<file path="src/rtl/noc_link_pipe_mon.sv">
// Router-to-router link stage: retimes flits and credits, and monitors each link's
// credit flow, packet framing and traffic statistics.
module noc_link_pipe_mon #(
  parameter int NUM_LINKS         = 4,
  parameter int FLIT_WIDTH        = 128,
  parameter int DEST_WIDTH        = 6,
  parameter int NUM_PIPELINE      = 2,
  parameter int FLIT_BUFFER_DEPTH = 4,
  parameter int STAT_WIDTH        = 16,
  localparam int CREDIT_WIDTH     = $clog2(FLIT_BUFFER_DEPTH + 1)
) (
  input  logic                                    clk_noc,
  input  logic                                    rst_n,
  input  logic [NUM_LINKS-1:0][FLIT_WIDTH-1:0]    data_in,
  input  logic [NUM_LINKS-1:0][DEST_WIDTH-1:0]    dest_in,
  input  logic [NUM_LINKS-1:0]                    is_tail_in,
  input  logic [NUM_LINKS-1:0]                    send_in,
  output logic [NUM_LINKS-1:0]                    credit_out,
  output logic [NUM_LINKS-1:0][FLIT_WIDTH-1:0]    data_out,
  output logic [NUM_LINKS-1:0][DEST_WIDTH-1:0]    dest_out,
  output logic [NUM_LINKS-1:0]                    is_tail_out,
  output logic [NUM_LINKS-1:0]                    send_out,
  input  logic [NUM_LINKS-1:0]                    credit_in,
  input  logic                                    clear_stats,
  output logic [NUM_LINKS-1:0][CREDIT_WIDTH-1:0]  credits_avail,
  output logic [NUM_LINKS-1:0]                    pkt_active,
  output logic [NUM_LINKS-1:0][STAT_WIDTH-1:0]    flit_count,
  output logic [NUM_LINKS-1:0][STAT_WIDTH-1:0]    pkt_count,
  output logic [NUM_LINKS-1:0]                    err_underflow,
  output logic [NUM_LINKS-1:0]                    err_overflow,
  output logic [NUM_LINKS-1:0]                    err_framing
);

  localparam logic [CREDIT_WIDTH-1:0] CREDIT_MAX = CREDIT_WIDTH'(FLIT_BUFFER_DEPTH);
  localparam logic [STAT_WIDTH-1:0]   STAT_MAX   = '1;

  typedef enum logic {
    IDLE   = 1'b0,
    IN_PKT = 1'b1
  } frame_state_t;

  // ---------------------------------------------------------------------------
  // Forward and credit retiming
  // ---------------------------------------------------------------------------
  generate
    if (NUM_PIPELINE == 0) begin : g_wire
      assign data_out    = data_in;
      assign dest_out    = dest_in;
      assign is_tail_out = is_tail_in;
      assign send_out    = send_in;
      assign credit_out  = credit_in;
    end else begin : g_pipe
      logic [NUM_PIPELINE-1:0][NUM_LINKS-1:0][FLIT_WIDTH-1:0] data_q, data_src;
      logic [NUM_PIPELINE-1:0][NUM_LINKS-1:0][DEST_WIDTH-1:0] dest_q, dest_src;
      logic [NUM_PIPELINE-1:0][NUM_LINKS-1:0]                 tail_q, tail_src;
      logic [NUM_PIPELINE-1:0][NUM_LINKS-1:0]                 send_q, send_src;
      logic [NUM_PIPELINE-1:0][NUM_LINKS-1:0]                 credit_q, credit_src;

      always_comb begin
        data_src[0]   = data_in;
        dest_src[0]   = dest_in;
        tail_src[0]   = is_tail_in;
        send_src[0]   = send_in;
        credit_src[0] = credit_in;
        for (int s = 1; s < NUM_PIPELINE; s++) begin
          data_src[s]   = data_q[s-1];
          dest_src[s]   = dest_q[s-1];
          tail_src[s]   = tail_q[s-1];
          send_src[s]   = send_q[s-1];
          credit_src[s] = credit_q[s-1];
        end
      end

      // Wide payload registers only toggle when a valid flit passes through
      always_ff @(posedge clk_noc or negedge rst_n) begin
        if (!rst_n) begin
          data_q   <= '0;
          dest_q   <= '0;
          tail_q   <= '0;
          send_q   <= '0;
          credit_q <= '0;
        end else begin
          for (int s = 0; s < NUM_PIPELINE; s++) begin
            tail_q[s]   <= tail_src[s];
            send_q[s]   <= send_src[s];
            credit_q[s] <= credit_src[s];
            for (int l = 0; l < NUM_LINKS; l++) begin
              if (send_src[s][l]) begin
                data_q[s][l] <= data_src[s][l];
                dest_q[s][l] <= dest_src[s][l];
              end
            end
          end
        end
      end

      assign data_out    = data_q[NUM_PIPELINE-1];
      assign dest_out    = dest_q[NUM_PIPELINE-1];
      assign is_tail_out = tail_q[NUM_PIPELINE-1];
      assign send_out    = send_q[NUM_PIPELINE-1];
      assign credit_out  = credit_q[NUM_PIPELINE-1];
    end
  endgenerate

  // ---------------------------------------------------------------------------
  // Per-link monitor
  // ---------------------------------------------------------------------------
  generate
    for (genvar l = 0; l < NUM_LINKS; l++) begin : g_mon
      frame_state_t              state_q, state_d;
      logic [DEST_WIDTH-1:0]     dest_q;
      logic [CREDIT_WIDTH-1:0]   credit_q;
      logic [STAT_WIDTH-1:0]     flit_q, pkt_q;
      logic                      under_q, over_q, frame_q;
      logic                      under_set, over_set, frame_set;
      logic                      send_only, credit_only;

      assign send_only   = send_in[l] & ~credit_out[l];
      assign credit_only = credit_out[l] & ~send_in[l];
      assign under_set   = send_only & (credit_q == '0);
      assign over_set    = credit_only & (credit_q == CREDIT_MAX);
      assign frame_set   = (state_q == IN_PKT) & send_in[l] & (dest_in[l] != dest_q);

      always_comb begin
        state_d = state_q;
        case (state_q)
          IDLE:    if (send_in[l] & ~is_tail_in[l]) state_d = IN_PKT;
          IN_PKT:  if (send_in[l] & is_tail_in[l])  state_d = IDLE;
          default: state_d = IDLE;
        endcase
      end

      always_ff @(posedge clk_noc or negedge rst_n) begin
        if (!rst_n) begin
          state_q <= IDLE;
          dest_q  <= '0;
        end else begin
          state_q <= state_d;
          if (state_q == IDLE && send_in[l] && !is_tail_in[l]) dest_q <= dest_in[l];
        end
      end

      // Counter saturates at both ends; the out-of-range event is flagged instead
      always_ff @(posedge clk_noc or negedge rst_n) begin
        if (!rst_n) begin
          credit_q <= CREDIT_MAX;
        end else if (send_only && !under_set) begin
          credit_q <= credit_q - 1'b1;
        end else if (credit_only && !over_set) begin
          credit_q <= credit_q + 1'b1;
        end
      end

      always_ff @(posedge clk_noc or negedge rst_n) begin
        if (!rst_n) begin
          flit_q  <= '0;
          pkt_q   <= '0;
          under_q <= 1'b0;
          over_q  <= 1'b0;
          frame_q <= 1'b0;
        end else if (clear_stats) begin
          flit_q  <= '0;
          pkt_q   <= '0;
          under_q <= 1'b0;
          over_q  <= 1'b0;
          frame_q <= 1'b0;
        end else begin
          if (send_in[l] && flit_q != STAT_MAX) flit_q <= flit_q + 1'b1;
          if (send_in[l] && is_tail_in[l] && pkt_q != STAT_MAX) pkt_q <= pkt_q + 1'b1;
          under_q <= under_q | under_set;
          over_q  <= over_q | over_set;
          frame_q <= frame_q | frame_set;
        end
      end

      assign credits_avail[l] = credit_q;
      assign pkt_active[l]    = (state_q == IN_PKT);
      assign flit_count[l]    = flit_q;
      assign pkt_count[l]     = pkt_q;
      assign err_underflow[l] = under_q;
      assign err_overflow[l]  = over_q;
      assign err_framing[l]   = frame_q;
    end
  endgenerate

endmodule

</file>
<file path="config.mk">
export PLATFORM = sky130hd
export DESIGN_NAME = noc_link_pipe_mon
export DESIGN_NICKNAME = d
export VERILOG_FILES = /design/src/rtl/noc_link_pipe_mon.sv
export SDC_FILE = /design/constraint.sdc
export NUM_CORES = 2
export LEC_CHECK = 0
export CAP_MARGIN = 0
export CORE_AREA = 10 10 485 487
export CTS_CLUSTER_DIAMETER = 50
export DETAILED_ROUTE_END_ITERATION = 8
export DIE_AREA = 0 0 495 497
export PLACE_DENSITY = 0.58
export SETUP_SLACK_MARGIN = 0.02
export SKIP_CTS_REPAIR_TIMING = 1
export SLEW_MARGIN = 20
export SYNTH_ARGS = -nofsm -noshare
export SYNTH_HDL_FRONTEND = slang
export SYNTH_SLANG_ARGS = --single-unit
</file>
<file path="constraint.sdc">
create_clock -name clk_noc -period 1.95 [get_ports clk_noc]
set_input_delay 0.4875 -clock clk_noc [delete_from_list [all_inputs] [get_ports clk_noc]]
set_output_delay 0.4875 -clock clk_noc [all_outputs]
set_load 0.01 [all_outputs]
</file>
# After elaboration in Yosys (flattened, before gate mapping)
# Cells that the tools add are included.
totals:
  register_bits: 1276
  input_bits: 551
  out_inout_bits: 704
  word_cells: 250
classes:
  n_addsub: 16
  eq_ne: 16
  mux: 48
  bitwise: 60
  reduce_logical: 56
ops:
  columns: ["cell", "n"]
  rows:
  - ["$mux W16", 16]
  - ["$add A16 B1 Y16 const B", 8]
  - ["$ne A16 B16 Y1 const B", 8]
  - ["$and A1 B1 Y1", 32]
  - ["$logic_and A1 B1 Y1", 28]
  - ["$mux W3", 8]
  - ["$ne A6 B6 Y1", 4]
  - ["$reduce_bool A2 Y1", 12]
  - ["$mux W1", 20]
  - ["$not A1 Y1", 16]
  - ["$add A3 B1 Y3 const B", 4]
  - ["$eq A3 B3 Y1 const B", 4]
  - ["$logic_not A1 Y1", 12]
  - ["$logic_not A3 Y1", 4]
  - ["$or A1 B1 Y1", 12]
  - ["$sub A3 B1 Y3 const B", 4]
  - ["$pmux W1 S2", 4]

# Depth between registers and ports, before layout
logic_depth:
  word_depth: 7
  mapped_depth: 10

# Worst setup path after synthesis
# Ideal clock, no wire load.
synth_path:
  path_type: "input -> register"
  from: "input send_in[3]"
  to: "register g_mon[3].credit_q[2]"
  setup_time_ns: 0.073
  t_arrival_ns: 2.256
  slack_ns: -0.379
  path_stages: 10
  path_cell_list: "clkbuf_1 buf_2 inv_1 nor2_1 o21ai_0 fa_1 nor3b_1 a311oi_1 a31o_2 a21oi_1"
synth_between:
  elab_chain_cells: 6
synth_lines:
  columns: ["item", "line", "source"]
  rows:
  - ["start: declaration", "17", "input logic [NUM_LINKS-1:0] send_in,"]
  - ["$not A1 Y1", "119", "assign credit_only = credit_out[l] & ~send_in[l];"]
  - ["$and A1 B1 Y1", "119", null]
  - ["$and A1 B1 Y1", "121", "assign over_set = credit_only & (credit_q == CREDIT_MAX);"]
  - ["$logic_not A1 Y1", "149", "end else if (credit_only && !over_set) begin"]
  - ["$logic_and A1 B1 Y1", "149", null]
  - ["$reduce_bool A2 Y1 (no source line)", null, null]
  - ["end signal: assignment", "148", "credit_q <= credit_q - 1'b1;"]
  - ["end signal: assignment", "150", "credit_q <= credit_q + 1'b1;"]
  - ["end: declaration", "112", "logic [CREDIT_WIDTH-1:0] credit_q;"]
# Parallel ways exist; a longest one is shown, timed or not.
# A chain may end at the register's enable or synchronous reset.

# Final worst setup path
layout_path:
  from: "register g_mon[1].credit_q[2]"
  to: "output credits_avail[5] in the netlist's numbering"
layout_lines:
  columns: ["item", "line", "source"]
  rows:
  - ["start: declaration", "112", null]
  - ["start signal: assignment", "148", null]
  - ["start signal: assignment", "150", null]
  - ["end: declaration", "25", "output logic [NUM_LINKS-1:0][CREDIT_WIDTH-1:0] credits_avail,"]
# No word-level cell between the ends.

==> results.cfg <==
[die]
ioPinCount = 1255
rows = 175
die_x_um = 495
fp.dieH_um = 497
start_util_pct = 23.8
dieArea_mm2 = 0.246
coreArea_mm2 = 0.226

[setup_path]
critPathLaunchType = register
arrival_ns = 1.52
critical_path_class = reg -> out
worst_setup_path_end_kind = primary output
cp_max_fo = 3
cp.required_ns = 1.46

[routing]
drc = 0
wl_um = 177000
drt-initial-drc-count = 1384
dr.pass1.iters = 5
vias_per_cell = 4.15
vias = 33700
detail-route-antenna-nets = 0
wl_per_cell_um = 21.8

[clocking]
h-tree-depth = 4
cts.clk_slew.worst_paths_ns = 0.05
clkSinkCount = 1276
cts_buffer_depth = 3
cts_tree = built
cts_buffers = 167
worstSkewPairLatency_ns = 0.79
cts-root-buf = clkbuf_16

[pwr]
p_per_area_mw_per_mm2 = 1010
leakage_nw = 33.6
ir_drop_mv = 0.741
power_mw = 75.2

[global_route]
grt_start_max_net_pins = 82
grt_pass1_vias = 35700
grt_first_pass_wirelength_um = 253000
antenna_found_initial = 42
track_usage_pct = 13.7
globalRouteOverflowTotal = 0

[cells_and_area]
num-nets-final = 5525
multi_input_area_mm2 = 0.0170
area.sequential_mm2 = 0.0321
fillers = 22400
final_layout_size_suffix_gt1_share_pct = 47.3
area_delta_synth_final_pct = 37.9

[status]
outcome = finished, violations left
violations = setup timing

[timing]
rsz0062_at_grt = true
fin_skew_ns = 0.0355
finalSetupViolCount = 4
fmax_ghz = 0.498
relSlewSlack_pct = 58.0
maxSlewViolCount = 0
period_minus_slack_ns = 2.01
report.final.hold_viol_count = 0
fin_ws_ns = -0.0584
tightestPinTransition_ns = 0.630
timing.hold.ws_ns = 0.0497
finalCritPeriodShare_pct = 103

[synthesis]
synth-edff-count = 0
syn_nets = 4406
syn_inst = 3843
yosysWarningCount = 0
synth_top_area_share_pct = 59.1
ys_types = 63
ys_seq_area_share_pct = 59.3
yosys_most_used_dff = dfrtp_1
ys_ff_latch = 1276
synth_area_mm2 = 0.0539
syn_avg_cell_area_um2 = 14.0
synthArstFlopShare_pct = 100
synth_top_cell_by_area = dfrtp_1
synth_area_leaders = dfrtp_1 59%, mux2_2 23%, buf_4 7.9%

[place]
place_hpwl_um = 136000
dp_slack_ns = -0.395
finalWeightedCongestion = 0.827
port_buffers = 1254

[min_path]
min_path_type = in -> reg

[job]
drv_cap = 0
[registers in the layout (all words and copies together) (netlist names), named ones only]
name / flops
credit_out: 4
data_out: 512
dest_out: 24
g_mon.credit_q: 12
g_mon.dest_q: 24
g_mon.flit_q: 64
g_mon.frame_q: 4
g_mon.over_q: 4
g_mon.pkt_q: 64
g_mon.under_q: 4
g_pipe.credit_q: 4
g_pipe.data_q: 512
g_pipe.dest_q: 24
g_pipe.send_q: 4
g_pipe.tail_q: 4
is_tail_out: 4
send_out: 4
[where the power goes]
group | internal, mW | switching [mW]
sequential | 29.6 | 1.86
clock | 19.0 | 12.5
combinational | 6.68 | 5.55
total | 55.3 | 19.9
[layout by cell type (no fill, tap or decap), drive strengths merged, types with 19 or more instances in the layout]
master	instances
a21oi	32
buf	553
clkbuf	560
clkdlybuf4s50	544
clkinv	33
dfrtp	1272
diode	19
dlymetal6s2s	237
inv	53
mux2	1098
nand2	48
nand3	56
nand4	39
nor2	165
nor3	34
nor4	25
o21ai	28
xnor2	67
xor2	56
[final timing paths]
| check | startpoint | endpoint | slack [ns] | depth (start not counted) |
|---|---|---|---|---|
| worst max-delay path | g_mon[1].credit_q[2]$_DFFE_PN1P_ | credits_avail[5] | -0.06 | 2 |
| worst min-delay path | clear_stats | g_mon[1].pkt_q[5]$_DFFE_PN0P_ | 0.05 | 2 |
| max in group asynchronous | rst_n | g_pipe.data_q[340]$_DFFE_PN0P_ | 0.80 | 3 |
| worst max register to register | g_mon[1].credit_q[2]$_DFFE_PN1P_ | g_mon[1].credit_q[2]$_DFFE_PN1P_ | 0.08 | 5 |
| worst min register to register | g_pipe.tail_q[2]$_DFF_PN0_ | is_tail_out[2]$_DFF_PN0_ | 0.34 | 0 |
| min in group asynchronous | rst_n | g_pipe.data_q[257]$_DFFE_PN0P_ | 0.37 | 2 |
[area by class of cell]
type                            instances  share of cell area [%]
Antenna cell                           19                  0.0640
Clock buffer                          225                    6.40
Clock inverter                         83                    1.39
Inverter                               27                   0.140
Multi-Input combinational cell       1820                    22.9
Sequential cell                      1276                    43.2
Tap cell                             3009                    5.07
Timing Repair Buffer                 1670                    20.9
[worst max-delay path, cell delays in order, from the launching register on]
cell	delay, ns
dfstp_2	0.54
buf_6	0.10
buf_6	0.11
[through the flow]
stage | TNS, ns | cells | area [µm²] | utilization, %
final | -0.146 | 8129 | 74300 | 32.9
after global routing | -1.87 | 8117 | 74300 | 32.9
after CTS | -263.98 | 7905 | 73500 | 32.5
after detailed placement | -8.51 | 7597 | 67700 | 30.0
after global placement | -7.94 | 7597 | 67700 | 30.0
after floorplan | -0.0668 | 3843 | 54000 | -
[per-layer routing]
metal,wire length (µm),track usage (%),vias up
met1,67900,15.2,17200
met5,245,0,-
li1,-,-,15000
met3,19100,6.74,290
met2,84000,22.7,1173
met4,6110,4.64,38
[cells in the mapped netlist, types with 5 or more instances]
| library cell | instances |
|---|---|
| a211oi_1 | 5 |
| a21oi_1 | 32 |
| a311oi_1 | 5 |
| a31oi_1 | 13 |
| and3_1 | 16 |
| and4_1 | 16 |
| buf_2 | 80 |
| buf_4 | 567 |
| clkbuf_1 | 69 |
| dfrtp_1 | 1272 |
| ha_1 | 8 |
| inv_1 | 27 |
| mux2_2 | 1098 |
| mux2i_1 | 14 |
| nand2_1 | 48 |
| nand2b_1 | 8 |
| nand3_1 | 56 |
| nand4_1 | 36 |
| nor2_1 | 165 |
| nor2b_1 | 9 |
| nor3_1 | 31 |
| nor3b_1 | 10 |
| nor4_1 | 20 |
| o211ai_1 | 7 |
| o21ai_0 | 26 |
| or3_1 | 9 |
| xnor2_1 | 67 |
| xor2_1 | 56 |
[cell families (layout without fill, tap and decap cells)]
kind of cell             Yosys count  after routing  synth area share [%]
AO/OA/AOI/OAI                    117            117                  1.39
XOR/XNOR                         123            123                  2.00
adder cells (fa/ha/maj)           12             12                 0.334
buffers and inverters            747           2005                  9.34
flip-flops                      1276           1276                  59.3
multiplexers                    1112           1112                  23.2
other                              0             19                     0
AND/OR/NAND/NOR                  456            456                  4.46
No activity file was read; power rests on OpenSTA's default activity.
